File: src/rtl/kd_pkg.sv
// Shared types and default widths for the KD-tree leaf fetch stage.
package kd_pkg;

    localparam int DEF_ADDRESS_WIDTH = 8;
    localparam int DEF_LEAF_WIDTH    = 55;
    localparam int DEF_QID_WIDTH     = 12;

    typedef enum logic {
        LANE0 = 1'b0,
        LANE1 = 1'b1
    } lane_e;

    typedef struct packed {
        logic [DEF_ADDRESS_WIDTH-1:0] index;
        logic [DEF_QID_WIDTH-1:0]     qid;
    } leaf_req_t;

    typedef struct packed {
        logic [DEF_LEAF_WIDTH-1:0] patch;
        lane_e                     lane;
        logic [DEF_QID_WIDTH-1:0]  qid;
    } leaf_beat_t;

    function automatic lane_e other_lane(input lane_e l);
        other_lane = (l == LANE0) ? LANE1 : LANE0;
    endfunction

endpackage

File: src/rtl/kd_sync_fifo.sv
// Synchronous FIFO, power-of-two depth. Head entry is visible on rd_data while
// not empty; storage is cleared on reset so the head reads zero afterwards.
module kd_sync_fifo #(
    parameter int DEPTH = 8,
    parameter int WIDTH = 8
) (
    input  logic             clk,
    input  logic             rst,
    input  logic             wr_en,
    input  logic [WIDTH-1:0] wr_data,
    input  logic             rd_en,
    output logic [WIDTH-1:0] rd_data,
    output logic             full,
    output logic             empty
);

    localparam int AW = $clog2(DEPTH);

    logic [WIDTH-1:0] mem_q [DEPTH];
    logic [AW-1:0]    wr_ptr_q;
    logic [AW-1:0]    rd_ptr_q;
    logic [AW:0]      count_q;
    logic             wr_fire_s;
    logic             rd_fire_s;

    assign full      = (count_q == (AW+1)'(DEPTH));
    assign empty     = (count_q == '0);
    assign wr_fire_s = wr_en && !full;
    assign rd_fire_s = rd_en && !empty;
    assign rd_data   = mem_q[rd_ptr_q];

    always_ff @(posedge clk) begin
        if (rst) begin
            wr_ptr_q <= '0;
            rd_ptr_q <= '0;
            count_q  <= '0;
            for (int i = 0; i < DEPTH; i++) begin
                mem_q[i] <= '0;
            end
        end else begin
            if (wr_fire_s) begin
                mem_q[wr_ptr_q] <= wr_data;
                wr_ptr_q        <= wr_ptr_q + 1'b1;
            end
            if (rd_fire_s) begin
                rd_ptr_q <= rd_ptr_q + 1'b1;
            end
            count_q <= count_q + (AW+1)'(wr_fire_s) - (AW+1)'(rd_fire_s);
        end
    end

endmodule

File: src/rtl/kd_leaf_fetch.sv
// Two-lane leaf-index buffer, round-robin leaf SRAM fetch and tagged output stream.
// Optional statistics counters are enabled by defining KD_LEAF_FETCH_STATS_EN.
module kd_leaf_fetch
    import kd_pkg::*;
#(
    parameter int ADDRESS_WIDTH = DEF_ADDRESS_WIDTH,
    parameter int LEAF_WIDTH    = DEF_LEAF_WIDTH,
    parameter int FIFO_DEPTH    = 8,
    parameter int QID_WIDTH     = DEF_QID_WIDTH
) (
    input  logic                     clk,
    input  logic                     rst,
    input  logic                     frame_start,
    input  logic                     receiver_en,
    input  logic [ADDRESS_WIDTH-1:0] leaf_index,
    input  logic                     receiver_two_en,
    input  logic [ADDRESS_WIDTH-1:0] leaf_index_two,
    output logic                     mem_ren,
    output logic [ADDRESS_WIDTH-1:0] mem_addr,
    input  logic [LEAF_WIDTH-1:0]    mem_rdata,
    output logic                     out_valid,
    input  logic                     out_ready,
    output logic [LEAF_WIDTH-1:0]    out_patch,
    output logic                     out_lane,
    output logic [QID_WIDTH-1:0]     out_qid,
    output logic                     overflow
`ifdef KD_LEAF_FETCH_STATS_EN
    ,
    output logic [15:0]              drop_count,
    output logic [15:0]              served_count_0,
    output logic [15:0]              served_count_1
`endif
);

    typedef struct packed {
        logic [ADDRESS_WIDTH-1:0] index;
        logic [QID_WIDTH-1:0]     qid;
    } req_t;

    typedef struct packed {
        logic [LEAF_WIDTH-1:0] patch;
        logic                  lane;
        logic [QID_WIDTH-1:0]  qid;
    } beat_t;

    logic [1:0]               strobe_s;
    logic [1:0]               avail_s;
    logic [1:0]               fifo_wr_s;
    logic [1:0]               fifo_rd_s;
    logic [1:0]               fifo_full_s;
    logic [1:0]               fifo_empty_s;
    logic [1:0]               drop_s;
    req_t                     fifo_wdata_s [2];
    req_t                     fifo_rdata_s [2];
    req_t                     issue_req_s;
    lane_e                    gnt_s;
    logic                     issue_s;
    logic                     bypass_s;
    logic                     drain_s;
    logic [2:0]               buf_count_s;
    logic [2:0]               occ_s;
    logic                     out_full_s;
    logic                     out_empty_s;
    beat_t                    ret_beat_s;
    beat_t                    out_head_s;

    logic [QID_WIDTH-1:0]     qid_q [2];
    lane_e                    rr_q;
    logic                     mem_ren_q;
    logic [ADDRESS_WIDTH-1:0] mem_addr_q;
    logic                     pend_lane_q;
    logic [QID_WIDTH-1:0]     pend_qid_q;
    logic                     ret_valid_q;
    logic                     ret_lane_q;
    logic [QID_WIDTH-1:0]     ret_qid_q;
    logic                     overflow_q;

    for (genvar l = 0; l < 2; l++) begin : g_lane
        kd_sync_fifo #(
            .DEPTH (FIFO_DEPTH),
            .WIDTH ($bits(req_t))
        ) u_fifo (
            .clk     (clk),
            .rst     (rst),
            .wr_en   (fifo_wr_s[l]),
            .wr_data (fifo_wdata_s[l]),
            .rd_en   (fifo_rd_s[l]),
            .rd_data (fifo_rdata_s[l]),
            .full    (fifo_full_s[l]),
            .empty   (fifo_empty_s[l])
        );
    end

    kd_sync_fifo #(
        .DEPTH (2),
        .WIDTH ($bits(beat_t))
    ) u_out_buf (
        .clk     (clk),
        .rst     (rst),
        .wr_en   (ret_valid_q),
        .wr_data (ret_beat_s),
        .rd_en   (out_ready),
        .rd_data (out_head_s),
        .full    (out_full_s),
        .empty   (out_empty_s)
    );

    // Occupancy counts buffered beats plus both read stages, so the 2-entry
    // buffer always has room when a read returns. An empty lane with a live
    // strobe issues straight from the input to keep mem_ren registered.
    always_comb begin
        strobe_s              = {receiver_two_en, receiver_en};
        fifo_wdata_s[0].index = leaf_index;
        fifo_wdata_s[0].qid   = frame_start ? '0 : qid_q[0];
        fifo_wdata_s[1].index = leaf_index_two;
        fifo_wdata_s[1].qid   = frame_start ? '0 : qid_q[1];
        avail_s               = strobe_s | ~fifo_empty_s;
        buf_count_s           = out_full_s ? 3'd2 : (out_empty_s ? 3'd0 : 3'd1);
        occ_s                 = buf_count_s + {2'b00, mem_ren_q} + {2'b00, ret_valid_q};
        drain_s               = !out_empty_s && out_ready;
        issue_s               = (|avail_s) && (occ_s < (3'd2 + {2'b00, drain_s}));
        if (&avail_s) begin
            gnt_s = rr_q;
        end else if (avail_s[1]) begin
            gnt_s = LANE1;
        end else begin
            gnt_s = LANE0;
        end
        bypass_s    = issue_s && fifo_empty_s[gnt_s];
        issue_req_s = bypass_s ? fifo_wdata_s[gnt_s] : fifo_rdata_s[gnt_s];
        fifo_rd_s   = 2'b00;
        fifo_wr_s   = strobe_s;
        if (bypass_s) begin
            fifo_wr_s[gnt_s] = 1'b0;
        end else if (issue_s) begin
            fifo_rd_s[gnt_s] = 1'b1;
        end else begin
            fifo_rd_s = 2'b00;
        end
        drop_s           = fifo_wr_s & fifo_full_s;
        ret_beat_s.patch = mem_rdata;
        ret_beat_s.lane  = ret_lane_q;
        ret_beat_s.qid   = ret_qid_q;
    end

    // Issue/return pipeline, arbitration pointer, query-ID counters and loss flag.
    always_ff @(posedge clk) begin
        if (rst) begin
            mem_ren_q   <= 1'b0;
            mem_addr_q  <= '0;
            pend_lane_q <= 1'b0;
            pend_qid_q  <= '0;
            ret_valid_q <= 1'b0;
            ret_lane_q  <= 1'b0;
            ret_qid_q   <= '0;
            rr_q        <= LANE0;
            overflow_q  <= 1'b0;
            qid_q[0]    <= '0;
            qid_q[1]    <= '0;
        end else begin
            mem_ren_q <= issue_s;
            if (issue_s) begin
                mem_addr_q  <= issue_req_s.index;
                pend_lane_q <= gnt_s;
                pend_qid_q  <= issue_req_s.qid;
                rr_q        <= other_lane(gnt_s);
            end
            ret_valid_q <= mem_ren_q;
            ret_lane_q  <= pend_lane_q;
            ret_qid_q   <= pend_qid_q;
            if (|drop_s) begin
                overflow_q <= 1'b1;
            end
            for (int l = 0; l < 2; l++) begin
                if (frame_start) begin
                    qid_q[l] <= strobe_s[l] ? QID_WIDTH'(1) : '0;
                end else if (strobe_s[l]) begin
                    qid_q[l] <= qid_q[l] + 1'b1;
                end
            end
        end
    end

    assign mem_ren   = mem_ren_q;
    assign mem_addr  = mem_addr_q;
    assign overflow  = overflow_q;
    assign out_valid = !out_empty_s;
    assign out_patch = out_head_s.patch;
    assign out_lane  = out_head_s.lane;
    assign out_qid   = out_head_s.qid;

`ifdef KD_LEAF_FETCH_STATS_EN
    logic [15:0] drop_cnt_q;
    logic [15:0] served0_q;
    logic [15:0] served1_q;
    logic [16:0] drop_sum_s;

    assign drop_sum_s = {1'b0, drop_cnt_q} + {16'h0000, drop_s[0]} + {16'h0000, drop_s[1]};

    // Saturating drop counter and wrapping per-lane retire counters.
    always_ff @(posedge clk) begin
        if (rst) begin
            drop_cnt_q <= 16'h0000;
            served0_q  <= 16'h0000;
            served1_q  <= 16'h0000;
        end else begin
            drop_cnt_q <= drop_sum_s[16] ? 16'hFFFF : drop_sum_s[15:0];
            if (drain_s && out_head_s.lane) begin
                served1_q <= served1_q + 16'h0001;
            end else if (drain_s) begin
                served0_q <= served0_q + 16'h0001;
            end
        end
    end

    assign drop_count     = drop_cnt_q;
    assign served_count_0 = served0_q;
    assign served_count_1 = served1_q;
`endif

endmodule

File: config.mk
export PLATFORM = sky130hd
export DESIGN_NAME = kd_leaf_fetch
export DESIGN_NICKNAME = d
export VERILOG_FILES = /design/src/rtl/kd_pkg.sv /design/src/rtl/kd_sync_fifo.sv /design/src/rtl/kd_leaf_fetch.sv
export SDC_FILE = /design/constraint.sdc
export NUM_CORES = 1
export LEC_CHECK = 0
export ABC_CLOCK_PERIOD_IN_PS = 10900
export BUFFER_PORTS_ARGS = -buffer_cell sky130_fd_sc_hd__buf_2
export CORE_UTILIZATION = 40
export CTS_CLUSTER_SIZE = 8
export DETAILED_ROUTE_END_ITERATION = 7
export PLACE_DENSITY_LB_ADDON = 0.08
export SYNTH_ARGS = -nofsm -noshare
export SYNTH_HDL_FRONTEND = slang
export SYNTH_SLANG_ARGS = --single-unit
export TNS_END_PERCENT = 30
File: constraint.sdc
create_clock -name clk -period 10.9 [get_ports clk]
set_clock_uncertainty 0.2 [all_clocks]
set_input_delay 1.635 -clock clk [delete_from_list [all_inputs] [get_ports clk]]
set_output_delay 1.635 -clock clk [all_outputs]
set_load 0.05 [all_outputs]
==> impl_results.md <==
* Final Net Count at slightly above 2,000
* Power per cell area at 242.2 nW/um^2
* Count of hold buffers inserted by post-cts repair at 0
* Height of the die at about 250 um
* Min-Delay Endpoint: mem_addr[5]$_SDFFE_PP0N_
* Number of CTS-inserted buffers at 78
* Most area-consuming cells after synthesis: sky130_fd_sc_hd__edfxtp_1 (59%), sky130_fd_sc_hd__mux4_2 (7.3%), sky130_fd_sc_hd__and2_1 (6.8%)
* Reported max-cap violation count at 0
* Vias in the first global route at around 15,000
* Final count of negative-setup-slack endpoints at 0
* Drc violations at 0
* Kind of path behind the tightest hold check: register to register
* Largest net degree at the start of global routing at between 60 and 70
* Antenna violations before repair at 3
* IR Drop Worst-Case VDD at between 0.0001 and 0.00015 V
* Filler instances at around 5,400
* Pre-CTS WS at slightly below 6 ns
* Actual slew at the worst max-slew pin at around 1.3 ns
* Number of slew-limit violations in the final report at 0
* Post-Synthesis Cell Area at between 20,000 and 25,000 um^2
* Crit path required time at roughly 11 ns
* Global-route total usage across every layer at 0.1969
* Minimum setup slack among reg-to-reg paths at roughly 7 ns
* Pre-Repair DR Iteration Count at 5
* Number of cells on the worst hold path at 1
* Reg-to-reg critical path startpoint: u_out_buf.count_q[0]$_SDFF_PP0_
* Mapped Avg Cell Area at around 14 um^2
* Io pins at roughly 160
* Finished Cell Area at 28,330 um^2
* RePlAce Congestion at approximately 0.76
* Clock Sinks at approximately 550
* Reg2Reg Capture Point: g_lane[1].u_fifo.mem_q[0][15]$_SDFFCE_PN0P_
* Root Buffer: sky130_fd_sc_hd__clkbuf_16
* Post-layout power at between 6 and 7 mW
* Residual overflow from global routing at 0
* Data arrival at the endpoint of the critical path at ~4.3 ns
* Worst slew slack as a fraction of its limit at 0.1279
* Clock edge transition at the registers on the reported setup and hold paths at 0.05 ns
* Most common cell after layout, fill and taps aside: sky130_fd_sc_hd__edfxtp_1
* Cell type with the largest total area after synthesis: sky130_fd_sc_hd__edfxtp_1
* Antenna viol nets, final at 0
* Commonest non-fill, non-tap cells in the layout: sky130_fd_sc_hd__edfxtp_1 (480), sky130_fd_sc_hd__nor2_1 (282), sky130_fd_sc_hd__and2_1 (268), sky130_fd_sc_hd__buf_2 (154)
* Wire length of the first global-routing pass at 91,760 um
* Startpoint type of the worst setup path: input pin
* Via count at between 10,000 and 15,000
* Least setup slack across all paths after layout at approximately 6.6 ns
* Setup TNS at 0 ns
* Average routed wire per standard cell at between 20 and 25 um
* Sequential fraction of the synthesis area at 0.6413
* Netlist cell types at 52
* Synth warnings at 0
* Endpoints failing hold at 0
* Storage cell area at between 15,000 and 20,000 um^2
* CTS max path bufs at 3
* CP Class: input pin to register
* Detailed placer's ending HPWL at ~39,000 um
* Die width at 250.1 um
* IO Port Bufs at ~160
* Placed cells at 2,646
* Initial DRC Count at 1,147
* Top fanout value on the critical path at 20
* Worst skew pair latency at 0.61 ns
* Fmax at ~230 MHz
* Count of state elements after synthesis at between 500 and 600
* Share of async-settable or async-resettable flops after synthesis at 0
* Post-route minimum period at between 4 and 5 ns
* Launching instance or port of the critical path: receiver_en
* Antenna fix cells at 0
* Gate Count Post-Synth at between 1,500 and 2,000
* Count of cells along the worst register-to-register path at 9
* Fraction of final layout cells sized beyond drive strength 1 at 0.2195
* Portion of the clock cycle consumed by the worst path in the final layout at 0.3989
* Origin of the worst min-delay path: mem_addr[5]$_SDFFE_PP0N_
* Setup repair after global routing missed its margin: false
* Clock tree from TritonCTS: done
* Number of enable flip-flop cells after synthesis at 480
* Number of H-tree levels at 3
* Most common flop cell mapped by yosys: sky130_fd_sc_hd__edfxtp_1
* Die Footprint at 62,570 um^2
* Share of the synthesized area in the top cell type at 0.5852
* Via density per instance at just over 5
* Nets in the synthesized netlist at ~1,900
* Final design utilization at 0.4677
* Post-CTS Setup Repair Bufs at 0
* Post-cts resize count at 0
* Growth of design area from synthesis to finish at 15.04%
* Endpoint class of the critical path: register
* Cell area reported after detailed placement at ~26,000 um^2
* Core outline area at 60,580 um^2
* Cell Count, Final, Fillers Out at around 2,800
* Placement row count at 90
* Footprint of the multi-input gates at between 8000 and 9000 um^2
* Outcome: finished clean
* Initial Utilization at 0.4065
* Overall routed net length at ~60,000 um
* Leak at about 11 nW
* Final Hold Slack at around 0.26 ns
-- worst max-delay path: stages --
cell                        delay (ns)
sky130_fd_sc_hd__buf_2            0.16
sky130_fd_sc_hd__or4b_4           0.54
sky130_fd_sc_hd__nand2_1          0.19
sky130_fd_sc_hd__o2111ai_1        0.35
sky130_fd_sc_hd__nand3_1          0.57
sky130_fd_sc_hd__nand2b_1         0.78
-- where the power goes --
| group | internal [mW] | switching (mW) | leakage [nW] |
|---|---|---|---|
| combinational | 0.679 | 1.26 | 3.83 |
| sequential | 2.55 | 0.103 | 5.58 |
| clock | 1.37 | 0.905 | 1.09 |
-- cell families after synthesis --
| group | Yosys count | synth area share |
|---|---|---|
| simple gates | 801 | 0.1671 |
| flops | 549 | 0.6413 |
| mux | 185 | 0.1193 |
| buf+inv | 152 | 0.02677 |
| compound gates | 63 | 0.02078 |
| xor+xnor | 34 | 0.01209 |
| fa+ha+maj | 23 | 0.01260 |
-- layout make-up --
| type | instances | area share |
|---|---|---|
| flip-flops and latches | 549 | 0.5577 |
| multi-input cells | 1106 | 0.2896 |
| clock buffers | 130 | 0.07728 |
| well taps | 782 | 0.03453 |
| repair buffers | 176 | 0.03303 |
| inverters | 33 | 0.004372 |
| clock inverters | 6 | 0.003489 |
-- sequential cells by signal, summed over array words and instances (netlist names), named ones only --
register                cells
g_lane.u_fifo.mem_q       320
u_out_buf.mem_q           136
qid_q                      24
pend_qid_q                 12
ret_qid_q                  12
g_lane.u_fifo.count_q       8
mem_addr                    8
g_lane.u_fifo.rd_ptr_q      6
g_lane.u_fifo.wr_ptr_q      6
u_out_buf.count_q           2
mem_ren                     1
overflow                    1
pend_lane_q                 1
ret_lane_q                  1
ret_valid_q                 1
rr_q                        1
u_out_buf.rd_ptr_q          1
u_out_buf.wr_ptr_q          1
-- worst max-delay path by stage --
| stage | end | slack, ns | cells after the start |
|---|---|---|---|
| 4_1_cts | g_lane[1].u_fifo.mem_q[0][13]$_SDFFCE_PN0P_ | 6.56 | 6 |
| 3_3_place_gp | g_lane[1].u_fifo.mem_q[5][16]$_SDFFCE_PN0P_ | 6.04 | 6 |
| 3_5_place_dp | g_lane[1].u_fifo.mem_q[0][15]$_SDFFCE_PN0P_ | 5.93 | 6 |
| 5_1_grt | g_lane[1].u_fifo.mem_q[0][17]$_SDFFCE_PN0P_ | 6.35 | 6 |
| 2_1_floorplan | u_out_buf.mem_q[0][0]$_SDFFCE_PN0P_ | 6.01 | 4 |
| 6_report | g_lane[1].u_fifo.mem_q[0][15]$_SDFFCE_PN0P_ | 6.55 | 6 |
-- per-layer routing --
| layer | vias to the layer above | track usage | share of wire |
|---|---|---|---|
| met5 | - | 0 | 0.00021 |
| met4 | 2 | 0.07625 | 0.036 |
| met3 | 124 | 0.03990 | 0.059 |
| met2 | 419 | 0.3191 | 0.47 |
| met1 | 7103 | 0.2603 | 0.43 |
| li1 | 6730 | - | - |
-- synthesized netlist by cell type (4+ instances only) --
master                      number
sky130_fd_sc_hd__nor3_1         28
sky130_fd_sc_hd__nand3_1        25
sky130_fd_sc_hd__a21oi_1        22
sky130_fd_sc_hd__buf_4           6
sky130_fd_sc_hd__and2_1        268
sky130_fd_sc_hd__mux4_2         80
sky130_fd_sc_hd__and3_1         30
sky130_fd_sc_hd__nor2_1        282
sky130_fd_sc_hd__and4_1          4
sky130_fd_sc_hd__nor2b_1        12
sky130_fd_sc_hd__a211o_1         8
sky130_fd_sc_hd__mux2_2         69
sky130_fd_sc_hd__clkbuf_1       41
sky130_fd_sc_hd__buf_1          34
sky130_fd_sc_hd__edfxtp_1      480
sky130_fd_sc_hd__nand2_1        63
sky130_fd_sc_hd__buf_2          32
sky130_fd_sc_hd__nand4_1         6
sky130_fd_sc_hd__or3_1           5
sky130_fd_sc_hd__xnor2_1        15
sky130_fd_sc_hd__inv_1          33
sky130_fd_sc_hd__ha_1           20
sky130_fd_sc_hd__a2111oi_2      10
sky130_fd_sc_hd__dfxtp_1        69
sky130_fd_sc_hd__mux2i_1        36
sky130_fd_sc_hd__nand2b_1       60
sky130_fd_sc_hd__nor4_1          8
sky130_fd_sc_hd__xor2_1         19
No activity file was read; power rests on OpenSTA's default activity.
